--- config.mk ---
export PLATFORM = sky130hd
export DESIGN_NAME = avalon_accum_slave_flat
export DESIGN_NICKNAME = d
export VERILOG_FILES = /design/src/rtl/accum_pkg.sv /design/src/rtl/avalon_accum_slave_if.sv /design/src/rtl/avalon_accum_slave_key_debounce.sv /design/src/rtl/avalon_accum_slave.sv /design/src/flat_wrapper.sv
export SDC_FILE = /design/constraint.sdc
export NUM_CORES = 1
export LEC_CHECK = 0
export ABC_AREA = 0
export BUFFER_PORTS_ARGS = -buffer_cell sky130_fd_sc_hd__clkbuf_2
export CAP_MARGIN = 20
export CELL_PAD_IN_SITES_DETAIL_PLACEMENT = 1
export CELL_PAD_IN_SITES_GLOBAL_PLACEMENT = 1
export CORE_UTILIZATION = 42
export CTS_CLUSTER_SIZE = 16
export DETAILED_ROUTE_END_ITERATION = 10
export PLACE_DENSITY_LB_ADDON = 0.2
export RECOVER_POWER = 50
export SYNTH_ARGS = -nofsm -noshare
export SYNTH_HDL_FRONTEND = slang
export SYNTH_SLANG_ARGS = --single-unit
--- constraint.sdc ---
create_clock -name CLK -period 2.05 [get_ports CLK]
set_input_delay 0.41 -clock CLK [delete_from_list [all_inputs] [get_ports CLK]]
set_output_delay 0.41 -clock CLK [all_outputs]
set_load 0.05 [all_outputs]
--- src/rtl/accum_pkg.sv ---
// Shared register map, bit positions and flag structs
// for the Avalon accumulator slave.
package accum_pkg;

  localparam logic [1:0] ADDR_SW     = 2'd0;
  localparam logic [1:0] ADDR_ACC    = 2'd1;
  localparam logic [1:0] ADDR_CTRL   = 2'd2;
  localparam logic [1:0] ADDR_STATUS = 2'd3;

  localparam int CTRL_HW_EN  = 0;
  localparam int CTRL_IRQ_EN = 1;
  localparam int STAT_OVF    = 0;
  localparam int STAT_EVT    = 1;

  typedef struct packed {
    logic irq_en;
    logic hw_en;
  } ctrl_t;

  typedef struct packed {
    logic evt;
    logic ovf;
  } status_t;

endpackage

--- src/rtl/avalon_accum_slave_if.sv ---
// Avalon-MM slave bus bundle with
// master and slave modports.
interface avalon_accum_slave_if;
  logic        AVL_CS;
  logic        AVL_READ;
  logic        AVL_WRITE;
  logic [1:0]  AVL_ADDR;
  logic [31:0] AVL_WRITEDATA;
  logic [31:0] AVL_READDATA;

  modport master (
    output AVL_CS, AVL_READ, AVL_WRITE,
    output AVL_ADDR, AVL_WRITEDATA,
    input  AVL_READDATA
  );

  modport slave (
    input  AVL_CS, AVL_READ, AVL_WRITE,
    input  AVL_ADDR, AVL_WRITEDATA,
    output AVL_READDATA
  );
endinterface

--- src/rtl/avalon_accum_slave_key_debounce.sv ---
// Key synchronizer, stable-level debouncer and
// registered press pulse on the debounced fall.
module key_debounce #(
  parameter int DEBOUNCE_CYCLES = 50000
) (
  input  logic clk_i,
  input  logic rst_ni,
  input  logic key_ni,
  output logic press_o
);

  localparam int CW = $clog2(DEBOUNCE_CYCLES + 1);

  logic          s1_q, s2_q;
  logic          lvl_q, lvl_d;
  logic          press_q, press_d;
  logic [CW-1:0] cnt_q, cnt_d;

  // Accept the new level on the sample after
  // DEBOUNCE_CYCLES differing samples were counted.
  always_comb begin
    cnt_d   = '0;
    lvl_d   = lvl_q;
    press_d = 1'b0;
    if (s2_q != lvl_q) begin
      if (cnt_q == CW'(DEBOUNCE_CYCLES)) begin
        lvl_d   = s2_q;
        press_d = ~s2_q;
      end else begin
        cnt_d = cnt_q + 1'b1;
      end
    end
  end

  always_ff @(posedge clk_i) begin
    if (!rst_ni) begin
      s1_q    <= 1'b1;
      s2_q    <= 1'b1;
      lvl_q   <= 1'b1;
      cnt_q   <= '0;
      press_q <= 1'b0;
    end else begin
      s1_q    <= key_ni;
      s2_q    <= s1_q;
      lvl_q   <= lvl_d;
      cnt_q   <= cnt_d;
      press_q <= press_d;
    end
  end

  assign press_o = press_q;

endmodule

--- src/rtl/avalon_accum_slave.sv ---
// Avalon-MM switch accumulator with key debounce, LEDs, IRQ.
// Macro ACCUM_SATURATE_EN: saturate instead of wrap.
module avalon_accum_slave
  import accum_pkg::*;
#(
  parameter int ACC_W           = 16,
  parameter int DEBOUNCE_CYCLES = 50000
) (
  input  logic                 CLK,
  input  logic                 RESET_N,
  avalon_accum_slave_if.slave  avl,
  output logic                 IRQ,
  input  logic [7:0]           SW_IN,
  input  logic                 KEY_ACC_N,
  input  logic                 KEY_CLR_N,
  output logic [7:0]           LED_OUT
);

  logic [7:0]       sw1_q, sw_q;
  logic [ACC_W-1:0] acc_q, acc_d;
  ctrl_t            ctrl_q, ctrl_d;
  status_t          stat_q, stat_d;
  logic [31:0]      rdata_q, rdata_d;
  logic             irq_q;
  logic [7:0]       led_q;
  logic             acc_p, clr_p;
  logic             wr, rd, ovf_set, evt_set;
  logic [ACC_W:0]   sum;
  logic [31:0]      wd;
  logic             unused_wd;

  key_debounce #(.DEBOUNCE_CYCLES(DEBOUNCE_CYCLES)) u_acc (
    .clk_i   (CLK),
    .rst_ni  (RESET_N),
    .key_ni  (KEY_ACC_N),
    .press_o (acc_p)
  );

  key_debounce #(.DEBOUNCE_CYCLES(DEBOUNCE_CYCLES)) u_clr (
    .clk_i   (CLK),
    .rst_ni  (RESET_N),
    .key_ni  (KEY_CLR_N),
    .press_o (clr_p)
  );

  assign wd        = avl.AVL_WRITEDATA;
  assign unused_wd = ^wd;
  assign wr        = avl.AVL_CS & avl.AVL_WRITE;
  assign rd        = avl.AVL_CS & avl.AVL_READ;
  assign sum       = {1'b0, acc_q} + (ACC_W+1)'(sw_q);

  always_comb begin
    acc_d   = acc_q;
    ctrl_d  = ctrl_q;
    stat_d  = stat_q;
    rdata_d = rdata_q;
    ovf_set = 1'b0;
    evt_set = 1'b0;
    if (wr && avl.AVL_ADDR == ADDR_ACC) begin
      acc_d = wd[ACC_W-1:0];
    end else if (clr_p) begin
      acc_d   = '0;
      evt_set = 1'b1;
    end else if (acc_p && ctrl_q.hw_en) begin
      evt_set = 1'b1;
      ovf_set = sum[ACC_W];
`ifdef ACCUM_SATURATE_EN
      acc_d = sum[ACC_W] ? '1 : sum[ACC_W-1:0];
`else
      acc_d = sum[ACC_W-1:0];
`endif
    end
    if (wr && avl.AVL_ADDR == ADDR_CTRL) begin
      ctrl_d.hw_en  = wd[CTRL_HW_EN];
      ctrl_d.irq_en = wd[CTRL_IRQ_EN];
    end
    if (wr && avl.AVL_ADDR == ADDR_STATUS) begin
      if (wd[STAT_OVF]) stat_d.ovf = 1'b0;
      if (wd[STAT_EVT]) stat_d.evt = 1'b0;
    end
    // hardware set wins over a W1C in the same cycle
    stat_d.ovf = stat_d.ovf | ovf_set;
    stat_d.evt = stat_d.evt | evt_set;
    if (rd) begin
      unique case (1'b1)
        (avl.AVL_ADDR == ADDR_SW):
          rdata_d = {24'h0, sw_q};
        (avl.AVL_ADDR == ADDR_ACC):
          rdata_d = 32'(acc_q);
        (avl.AVL_ADDR == ADDR_CTRL):
          rdata_d = {30'h0, ctrl_q};
        (avl.AVL_ADDR == ADDR_STATUS):
          rdata_d = {30'h0, stat_q};
        default:
          rdata_d = rdata_q;
      endcase
    end
  end

  always_ff @(posedge CLK) begin
    if (!RESET_N) begin
      sw1_q   <= '0;
      sw_q    <= '0;
      acc_q   <= '0;
      ctrl_q  <= '0;
      stat_q  <= '0;
      rdata_q <= '0;
      irq_q   <= 1'b0;
      led_q   <= '0;
    end else begin
      sw1_q   <= SW_IN;
      sw_q    <= sw1_q;
      acc_q   <= acc_d;
      ctrl_q  <= ctrl_d;
      stat_q  <= stat_d;
      rdata_q <= rdata_d;
      irq_q   <= ctrl_q.irq_en & stat_q.evt;
      led_q   <= acc_q[7:0];
    end
  end

  assign avl.AVL_READDATA = rdata_q;
  assign IRQ              = irq_q;
  assign LED_OUT          = led_q;

endmodule
--- src/flat_wrapper.sv ---
// flat-port wrapper written by rule: the top's interface ports become plain ports
module avalon_accum_slave_flat import accum_pkg::*;
#(
  parameter int ACC_W           = 16,
  parameter int DEBOUNCE_CYCLES = 50000
)
  (CLK, RESET_N, IRQ, SW_IN, KEY_ACC_N, KEY_CLR_N, LED_OUT, avl_AVL_CS, avl_AVL_READ, avl_AVL_WRITE, avl_AVL_ADDR, avl_AVL_WRITEDATA, avl_AVL_READDATA);
  avalon_accum_slave_if avl_i ();
  input  logic CLK;
  input  logic RESET_N;
  output logic IRQ;
  input  logic [7:0] SW_IN;
  input  logic KEY_ACC_N;
  input  logic KEY_CLR_N;
  output logic [7:0] LED_OUT;
  input wire logic [$bits(avl_i.AVL_CS)-1:0] avl_AVL_CS;
  input wire logic [$bits(avl_i.AVL_READ)-1:0] avl_AVL_READ;
  input wire logic [$bits(avl_i.AVL_WRITE)-1:0] avl_AVL_WRITE;
  input wire logic [$bits(avl_i.AVL_ADDR)-1:0] avl_AVL_ADDR;
  input wire logic [$bits(avl_i.AVL_WRITEDATA)-1:0] avl_AVL_WRITEDATA;
  output wire logic [$bits(avl_i.AVL_READDATA)-1:0] avl_AVL_READDATA;
  assign avl_i.AVL_CS = avl_AVL_CS;
  assign avl_i.AVL_READ = avl_AVL_READ;
  assign avl_i.AVL_WRITE = avl_AVL_WRITE;
  assign avl_i.AVL_ADDR = avl_AVL_ADDR;
  assign avl_i.AVL_WRITEDATA = avl_AVL_WRITEDATA;
  assign avl_AVL_READDATA = avl_i.AVL_READDATA;
  avalon_accum_slave #(.ACC_W(ACC_W), .DEBOUNCE_CYCLES(DEBOUNCE_CYCLES)) u_core (.CLK(CLK), .RESET_N(RESET_N), .avl(avl_i), .IRQ(IRQ), .SW_IN(SW_IN), .KEY_ACC_N(KEY_ACC_N), .KEY_CLR_N(KEY_CLR_N), .LED_OUT(LED_OUT));
endmodule
==> qor.yml, run 1 <==
outcome:
  status: "completed"
worst_setup_path:
  crit_path_top_delay_cell: "dfxtp_2"
  path_depth: 9
  critPathArrivalTime_ns: 2.27
  r2r_cells: 9
  path_max_fanout: 3
  critical_path_class: "reg2reg"
  startpoint_type: "flop"
  crit_chain: "ha_1, inv_1, fa_2, nor2b_2, o31a_1, o211ai_1, nor3_2, xnor2_1, o21ai_1"
  critical-path-top-delay-family: "adder cells"
  end_kind: "flop"
  cp_num_buf_inv: 1
  reg2reg_setup_slack_ns: 0.04
  critPathLaunch: "u_core.sw_q[0]"
  crit_required_ns: 2.31
  r2r_start: "u_core.sw_q[0]"
  max_stage_delay_ns: 0.35
clocking:
  cts_tree: "yes"
  clkLatencyLatePin_ns: 0.36
  cts_sinks: 101
  cts_root_buf: "clkbuf_8"
  clock_path_buffers: 2
  cts_buffers: 9
  cts_max_level: 3
  path_clk_slew_ns: 0.10
  cts_hold_buf: 0
drt:
  routedWlPerCell_um: 15.3
  antenna_left: 0
  first_pass_iters: 4
  wirelength_mm: 10.7
  vias_per_cell: 5.14
  vias: 3581
  first_iter_violations: 95
  drc: 0
cells_and_area:
  multiInputGateArea_um2: 2350
  nFillCells: 1230
  stdcell_count: 697
  regArea_um2: 2020
  antenna_cells: 0
  synthToLayoutAreaGrowth_pct: 14.2
  drive_above_1_share: 0.182
  final_nets: 618
  fin_util: 0.500
worst_hold_path:
  hold_depth: 2
  min_from: "KEY_CLR_N"
  hold_path_class: "in2reg"
timing:
  hold_ws_ns: 0.215
  period_share: 0.981
  tightestPinTransition_ns: 0.677
  maxSlewHeadroom: 0.549
  final_hold_viol_count: 0
  setup_violations: 0
  tns_ns: 0
  period_needed_ns: 2.01
  rsz0062_at_grt: "yes"
  finalClockSkew_ns: 0.0132
  slew_violations: 0
  fmaxAchievable_mhz: 497
die:
  die_x_um: 106
  ioPinCount: 90
  rows: 37
  design.core.area_um2: 10400
  die_area_um2: 11300
  start_util: 0.438
  die_h_um: 106
placement:
  placed_cells: 680
  dpl.hpwl_mm: 7.87
  finalWeightedCongestion: 0.786
  io_buffers: 57
logic_synthesis:
  synth_area_um2: 4560
  yosys.area.top_type: "dfxtp_1"
  ys_async_sr_fraction: 0
  synth_seq_area_share: 0.443
  synth_area_leaders: "dfxtp_1, xor2_1, and2_1, nor2_1, ha_1"
  synth_edf_count: 0
  yosys_most_used_dff: "dfxtp_1"
  yosysWarnings: 0
  synth.avg_cell_area_um2: 9.35
  yosys.area.top_type_share: 0.443
  ys_types: 65
  synth_seq_cells: 101
  synthCells: 488
pwr:
  power_frac_comb: 0.073
  power_switching_share: 0.251
  peakVddDrop_mv: 0.578
  design_power_total_mw: 3.59
  share_seq_of_total_power: 0.560
  p_sw_uw: 900
  power_density_nw_per_um2: 688
  pwr-share-clk: 0.367
  p_int_mw: 2.69
  p_leak_nw: 2.08
flow_run:
  max-cap-violations: 0
global_route:
  grt_pass1_wl_mm: 18.0
  grt_util_all_layers: 0.203
  antenna_found_initial: 0
  grt_pass1_vias: 3780
  grt.overflow.total: 0
  grt_max_degree: 53
## path summary, 6_finish.rpt
kind | end
min reg2reg | u_core.u_clr.s2_q
max | u_core.acc_q[12]
min | u_core.u_clr.s1_q
max reg2reg | u_core.acc_q[12]
## flip-flops by register name (all words and copies together), names as in the netlist
| name | flops |
|---|---|
| u_core.IRQ | 1 |
| u_core.u_acc.press_o | 1 |
| u_core.sw_q | 8 |
| u_core.u_clr.lvl_q | 1 |
| u_core.u_clr.s1_q | 1 |
| u_core.avl.AVL_READDATA | 16 |
| u_core.u_acc.lvl_q | 1 |
| u_core.sw1_q | 8 |
| u_core.ctrl_q | 2 |
| u_core.LED_OUT | 8 |
| u_core.u_acc.cnt_q | 16 |
| u_core.u_acc.s1_q | 1 |
| u_core.u_clr.press_o | 1 |
| u_core.u_clr.s2_q | 1 |
| u_core.acc_q | 16 |
| u_core.u_acc.s2_q | 1 |
| u_core.stat_q | 2 |
| u_core.u_clr.cnt_q | 16 |
## placed cells by master (no fill, tap or decap), types with 6 or more instances in the layout
cell and instances:
a21oi_1 10, a22oi_1 15, and2_0 9, and2_1 24, and3_1 8, buf_4 15
clkbuf_1 16, clkbuf_2 43, clkbuf_8 10, conb_1 16, dfxtp_1 99, ha_1 12
inv_1 12, mux2_2 6, nand2_1 37, nand3_1 17, nand4_1 7, nor2_1 44
nor2b_1 22, o21ai_0 12, xnor2_1 11, xor2_1 27
## cells by family (layout without fill, tap and decap cells)
kind of cell	count (synthesis)	count (layout)	share of synthesized area
AO/OA/AOI/OAI	72	72	0.109
XOR/XNOR	38	38	0.0730
adder cells (fa/ha/maj)	13	13	0.0373
buffers and inverters	45	103	0.0562
flip-flops	101	101	0.443
multiplexers	13	13	0.0357
other	1	16	0.000822
AND/OR/NAND/NOR	205	205	0.244
## routing by layer
layer  wire, um  track usage
met5          0            0
met1       4590        0.234
met3        378       0.0454
met2       5590        0.372
met4        132       0.0605
## layout make-up
type	count	area share
Clock buffer	10	0.0264
Clock inverter	6	0.0137
Multi-Input combinational cell	357	0.452
Tap cell	136	0.0327
Timing Repair Buffer	75	0.0783
Inverter	12	0.00865
Sequential cell	101	0.389
## synth_stat cells, types with 2 or more instances
library cell,instances
xor2_1,27
inv_1,12
buf_6,3
a22oi_1,16
buf_2,4
nor3_1,6
o21ai_1,5
a21oi_1,10
nor4_1,3
buf_4,16
mux2_2,6
and2_1,33
dfxtp_1,101
mux4_2,2
o211ai_1,4
nor2_1,44
nor2b_1,22
nand4_1,7
or3_1,2
o21ai_0,12
a21o_1,2
xnor2_1,11
nand4b_1,2
nand2_1,37
ha_1,12
nand3_1,17
a21oi_2,2
o211a_1,2
a22o_1,2
mux2i_1,5
a21boi_0,4
nand2b_1,4
and4_1,5
clkbuf_1,10
and3_1,8
## power groups by stage
stage	registers [mW]	clock network, mW	logic [mW]
2_1_floorplan	2.06	0	0.196
3_3_place_gp	2.05	0	0.259
3_5_place_dp	2.05	0	0.266
4_1_cts	2.01	1.36	0.267
5_1_grt	2.01	1.43	0.287
6_report	2.01	1.32	0.263
## stage by stage
step | setup WS, ns | cell area (um^2)
3_3_place_gp | 0.0416 | 5000
4_1_cts | 0.0370 | 5220
6_report | 0.0390 | 5210
5_1_grt | -0.0737 | 5210
3_5_place_dp | -0.00439 | 5000
2_1_floorplan | 0.158 | 4620
## timing repair
action / CTS / global route
pin swaps: 3 / 1
buffers inserted: 1 / 0
setup endpoints to repair: 3 / 5
gates resized for setup: 2 / 5
No activity file was read; power rests on OpenSTA's default activity.
==> inputs of run 2 (changes only) <==
- clock period: 2.05 -> 2.3 ns (I/O delays scaled with it)
==> run 2 against run 1 <==
Total power decreased by 9.4%. Die area is the same. Sequential share of layout area rose by 0.40 points. Largest cell class unchanged. Highest routed layer unchanged.
==> qor.yml, run 2 (synthesis results as in run 1) <==
outcome:
  status: "completed"
global_route:
  grt_max_degree: 66  # +25%
  met1_usage: 0.236  # +0.00179
  use_met2: 0.361  # -0.0107
  grt.overflow.total: 0  # unchanged
  grt_util_all_layers: 0.200  # -0.00363
  grt_pass1_vias: 3706  # -2.0%
  gr-usage-met3: 0.0435  # -0.00184
  antenna_found_initial: 0  # unchanged
  busiest_layer: "met2"
  grt_pass1_wl_mm: 17.6  # -2.1%
die:
  die_x_um: 106  # unchanged
  ioPinCount: 90  # unchanged
  die_h_um: 106  # unchanged
  rows: 37  # unchanged
  start_util: 0.438  # unchanged
  die_area_um2: 11300  # unchanged
  design.core.area_um2: 10400  # unchanged
timing:
  final_hold_viol_count: 0  # unchanged
  period_needed_ns: 2.13  # +0.124 ns
  finalClockSkew_ns: 0.0154  # +0.00216 ns
  setup_violations: 0  # unchanged
  tightestPinTransition_ns: 0.726  # +0.0487 ns
  hold_ws_ns: 0.280  # +0.0648 ns
  slew_violations: 0  # unchanged
  period_share: 0.928  # -0.0528
  tns_ns: 0  # unchanged
  fmaxAchievable_mhz: 468  # -5.8%
  rsz0062_at_grt: "no"
  maxSlewHeadroom: 0.516  # -0.0325
clocking:
  cts_buffers: 9  # unchanged
  cts_max_level: 3  # unchanged
  cts_resized: 0  # -2
  cts_sinks: 101  # unchanged
  cts_hold_buf: 0  # unchanged
  post-cts-setup-buffers: 0  # -1
  cts_root_buf: "clkbuf_8"
  clock_path_buffers: 2  # unchanged
  path_clk_slew_ns: 0.10  # about the same
  cts_tree: "yes"
  clkLatencyLatePin_ns: 0.36  # about the same
pwr:
  power_frac_comb: 0.071  # -0.002
  peakVddDrop_mv: 0.304  # -47%
  p_leak_nw: 2.04  # -1.8%
  pwr-share-clk: 0.378  # +0.011
  power_density_nw_per_um2: 631  # -8.4%
  share_seq_of_total_power: 0.551  # -0.009
  p_sw_uw: 785  # -13%
  p_int_mw: 2.46  # -8.3%
  power_switching_share: 0.242  # -0.00918
worst_setup_path:
  path_max_fanout: 4  # +1
  crit_path_top_delay_cell: "fa_1"
  end_kind: "flop"
  max_stage_delay_ns: 0.41  # +0.06 ns
  startpoint_type: "flop"
  crit_required_ns: 2.57  # +0.26 ns
  critPathArrivalTime_ns: 2.40  # +0.13 ns
  cp_num_buf_inv: 1  # unchanged
  critical-path-top-delay-family: "adder cells"
  critical_path_class: "reg2reg"
  crit_chain: "ha_1, inv_1, fa_1, nor2b_2, o31a_1, o211ai_1, nor3_2, xnor2_1, o21ai_1"
cells_and_area:
  final_cell_mix: "dfxtp_1, nor2_1, clkbuf_2, nand2_1"
  mostFrequentLayoutCell: "dfxtp_1"
  synthToLayoutAreaGrowth_pct: 12.9
  drive_above_1_share: 0.161  # -0.0209
  fin_util: 0.494  # -0.00565
  nFillCells: 1232  # +0.16%
  final_nets: 610  # -1.3%
  antenna_cells: 0  # unchanged
placement:
  dpl.hpwl_mm: 7.71  # -2.0%
  finalWeightedCongestion: 0.802  # +2.0%
  io_buffers: 57  # unchanged
worst_hold_path:
  hold_path_class: "in2reg"
drt:
  first_iter_violations: 121  # +27%
  antenna_left: 0  # unchanged
  vias_per_cell: 5.15  # +0.20%
  drc: 0  # unchanged
  routedWlPerCell_um: 15.4  # +0.71%
  wirelength_mm: 10.6  # -0.45%
  vias: 3547  # -0.95%
  first_pass_iters: 4  # unchanged
flow_run:
  max-cap-violations: 0  # unchanged
[run 2: layout make-up]
| cell class | instances | area, um^2 | share of cell area |
|---|---|---|---|
| well taps | 136 | 170 | 0.0330 |
| flip-flops and latches | 101 | 2020 | 0.393 |
| inverters | 12 | 45.0 | 0.00875 |
| multi-input cells | 357 | 2350 | 0.456 |
| repair buffers | 67 | 349 | 0.0678 |
| clock inverters | 6 | 86.3 | 0.0168 |
| clock buffers | 10 | 128 | 0.0248 |
[run 2: routing by layer]
metal / vias to the layer above / part of all wire
met2: 56 / 0.52
met1: 1727 / 0.44
li1: 1755 / -
met3: 9 / 0.033
met5: - / 0
met4: 0 / 0.011
[run 2: path summary, 6_finish.rpt]
kind	start	to	slack [ns]	cells after the start
worst max register to register	u_core.acc_q[0]	u_core.acc_q[12]	0.17	9
worst min-delay path	KEY_ACC_N	u_core.u_acc.s1_q	0.28	2
worst max-delay path	u_core.acc_q[0]	u_core.acc_q[12]	0.17	9
worst min register to register	u_core.u_acc.s1_q	u_core.u_acc.s2_q	0.42	1
[run 2: power groups by stage]
stage | Combinational (mW) | Sequential (mW) | Clock [mW]
finish | 0.230 | 1.79 | 1.23
global placement | 0.228 | 1.83 | 0
CTS | 0.234 | 1.79 | 1.27
floorplan | 0.175 | 1.84 | 0
global route | 0.251 | 1.79 | 1.33
detailed placement | 0.233 | 1.83 | 0
[run 2: metrics by stage]
stage          instance area (um^2)  cells  power [mW]  setup slack [ns]
4_1_cts                        5160    689        3.30             0.145
5_1_grt                        5150    689        3.38           0.00300
2_1_floorplan                  4620    503        2.01             0.408
3_3_place_gp                   4950    673        2.06             0.238
6_report                       5150    689        3.25             0.165
3_5_place_dp                   4950    673        2.06             0.162
[run 2: worst reg2reg max path, stage by stage, from the launching register on]
cell      delay (ns)
dfxtp_1         0.40
ha_1            0.19
inv_1           0.06
fa_1            0.41
nor2b_2         0.17
o31a_1          0.21
o211ai_1        0.18
nor3_2          0.20
xnor2_1         0.16
o21ai_1         0.07
==> inputs of run 3 (changes only) <==
- CORE_MARGIN: unset -> 5
- GPL_TIMING_DRIVEN: unset -> 0
==> run 3 against run 2 <==
Combinational power grew 10%. Sequential share of layout area shrank 0.89 points. Clock skew shrank 0.0046 ns. Critical endpoint is now u_core.acc_q[4]. Largest power group unchanged.
==> qor.yml, run 3 (synthesis results as in run 1) <==
outcome:
  status: "completed"
cells_and_area:
  antenna_cells: 0  # unchanged
  mostFrequentLayoutCell: "dfxtp_1"
  drive_above_1_share: 0.160  # -0.00122
  fin_util: 0.491  # -0.00373
  final_nets: 634  # +3.9%
  final_cell_mix: "dfxtp_1, nor2_1, clkbuf_1, nand2_1, clkbuf_2"
  synthToLayoutAreaGrowth_pct: 15.6
clocking:
  cts_root_buf: "clkbuf_8"
  path_clk_slew_ns: 0.10  # about the same
  clock_path_buffers: 2  # unchanged
  cts_buffers: 9  # unchanged
  cts_hold_buf: 0  # unchanged
  cts_tree: "yes"
  cts_sinks: 101  # unchanged
  clkLatencyLatePin_ns: 0.37  # about the same
  cts_max_level: 3  # unchanged
pwr:
  power_density_nw_per_um2: 621  # -1.5%
  p_sw_uw: 779  # -0.77%
  share_seq_of_total_power: 0.547  # -0.004
  pwr-share-clk: 0.376  # -0.002
  power_switching_share: 0.238  # -0.00381
  peakVddDrop_mv: 0.300  # -1.2%
  p_leak_nw: 2.09  # +2.3%
  p_int_mw: 2.50  # +1.3%
  power_frac_comb: 0.078  # +0.007
drt:
  wirelength_mm: 11.4  # +7.2%
  antenna_left: 0  # unchanged
  routedWlPerCell_um: 15.9  # +3.1%
  first_pass_iters: 4  # unchanged
  first_iter_violations: 99  # -18%
  drc: 0  # unchanged
  vias_per_cell: 5.07  # -1.6%
  vias: 3628  # +2.3%
timing:
  fmaxAchievable_mhz: 466  # -0.59%
  tightestPinTransition_ns: 0.674  # -0.0517 ns
  finalClockSkew_ns: 0.0107  # -0.00465 ns
  rsz0062_at_grt: "no"
  period_share: 0.934  # +0.00549
  tns_ns: 0  # unchanged
  setup_violations: 0  # unchanged
  period_needed_ns: 2.15  # +0.0126 ns
  slew_violations: 0  # unchanged
  maxSlewHeadroom: 0.551  # +0.0345
  final_hold_viol_count: 0  # unchanged
die:
  die_h_um: 114  # +7.5%
  ioPinCount: 90  # unchanged
  rows: 38  # +2.7%
  design.core.area_um2: 10700  # +3.2%
  start_util: 0.424  # -0.0134
  die_x_um: 114  # +7.5%
  die_area_um2: 13000  # +16%
global_route:
  antenna_found_initial: 0  # unchanged
  grt_util_all_layers: 0.183  # -0.0168
  grt_pass1_wl_mm: 18.9  # +7.0%
  grt.overflow.total: 0  # unchanged
  grt_max_degree: 16  # -76%
  grt_pass1_vias: 3851  # +3.9%
worst_setup_path:
  critPathArrivalTime_ns: 2.42  # +0.02 ns
  critical_path_class: "reg2reg"
  timing.rr.end: "u_core.acc_q[4]"
  r2r_start: "u_core.acc_q[0]"
  path_max_fanout: 4  # unchanged
  critPathLaunch: "u_core.acc_q[0]"
  r2r_cells: 10  # +1
  reg2reg_setup_slack_ns: 0.15  # about the same
  end_kind: "flop"
  startpoint_type: "flop"
  crit_required_ns: 2.57  # about the same
worst_hold_path:
  hold_end: "u_core.u_acc.s1_q"
  hold_depth: 2  # unchanged
  min_from: "KEY_ACC_N"
  hold_path_class: "in2reg"
placement:
  finalWeightedCongestion: 0.811  # +1.1%
  dpl.hpwl_mm: 8.51  # +10%
  io_buffers: 56  # -1.8%
flow_run:
  max-cap-violations: 0  # unchanged
-- run 3: cell count changes in the layout (fill, tap and decap cells not counted), sizes merged --
cell / previous run / this run
clkinv: 2 / 3
clkinvlp: 1 / 0
clkbuf: 68 / 78
buf: 9 / 23
inv: 13 / 12
-- run 3: critical path, stage by stage (launching register included) --
cell and delay, ns:
dfxtp_2 0.37, ha_1 0.18, inv_1 0.06, fa_1 0.41, nor2b_2 0.16, o31a_1 0.24, buf_4 0.14, a211oi_1 0.04
a21o_1 0.18, a22oi_1 0.18, nor2b_1 0.07
-- run 3: area by class of cell --
class	instances	area [um^2]
Buffer	33	209
Clock buffer	10	138
Clock inverter	5	75.1
Fill cell	1289	5470
Inverter	12	45.0
Multi-Input combinational cell	357	2340
Sequential cell	101	2020
Tap cell	140	175
Timing Repair Buffer	58	263
-- run 3: worst max-delay path by stage --
| stage | endpoint | slack [ns] | cells after the start |
|---|---|---|---|
| after global routing | u_core.acc_q[12] | 0.02 | 9 |
| after global placement | u_core.acc_q[12] | 0.17 | 9 |
| after CTS | u_core.acc_q[12] | 0.10 | 9 |
| final | u_core.acc_q[4] | 0.15 | 10 |
| after floorplan | u_core.acc_q[12] | 0.41 | 9 |
| after detailed placement | u_core.acc_q[12] | 0.12 | 9 |
-- run 3: routing by layer --
layer	wire (um)	up-vias	track usage
met5	0	-	0
met1	4800	1752	0.209
li1	-	1804	-
met4	111	0	0.0570
met3	560	11	0.0365
met2	5940	61	0.340
-- run 3: power groups by stage --
stage	combinational [mW]	clock (mW)	sequential, mW
floorplan	0.175	0	1.84
global placement	0.252	0	1.83
detailed placement	0.257	0	1.83
CTS	0.258	1.27	1.79
global route	0.277	1.34	1.79
finish	0.254	1.23	1.79
-- run 3: stage by stage --
stage	worst slack, ns	hold slack, ns	std cells	cell area (um^2)	power, mW
CTS	0.100	0.248	714	5290	3.32
global route	0.0240	0.254	716	5270	3.41
floorplan	0.408	0.386	503	4620	2.01
global placement	0.165	0.394	699	5070	2.08
finish	0.153	0.263	716	5270	3.27
detailed placement	0.119	0.396	699	5070	2.09
-- run 3: repair_timing --
| item | in CTS | in global routing |
|---|---|---|
| setup buffers | 0 | 2 |
| resized for setup | 0 | 3 |
| setup endpoints to repair | 0 | 3 |
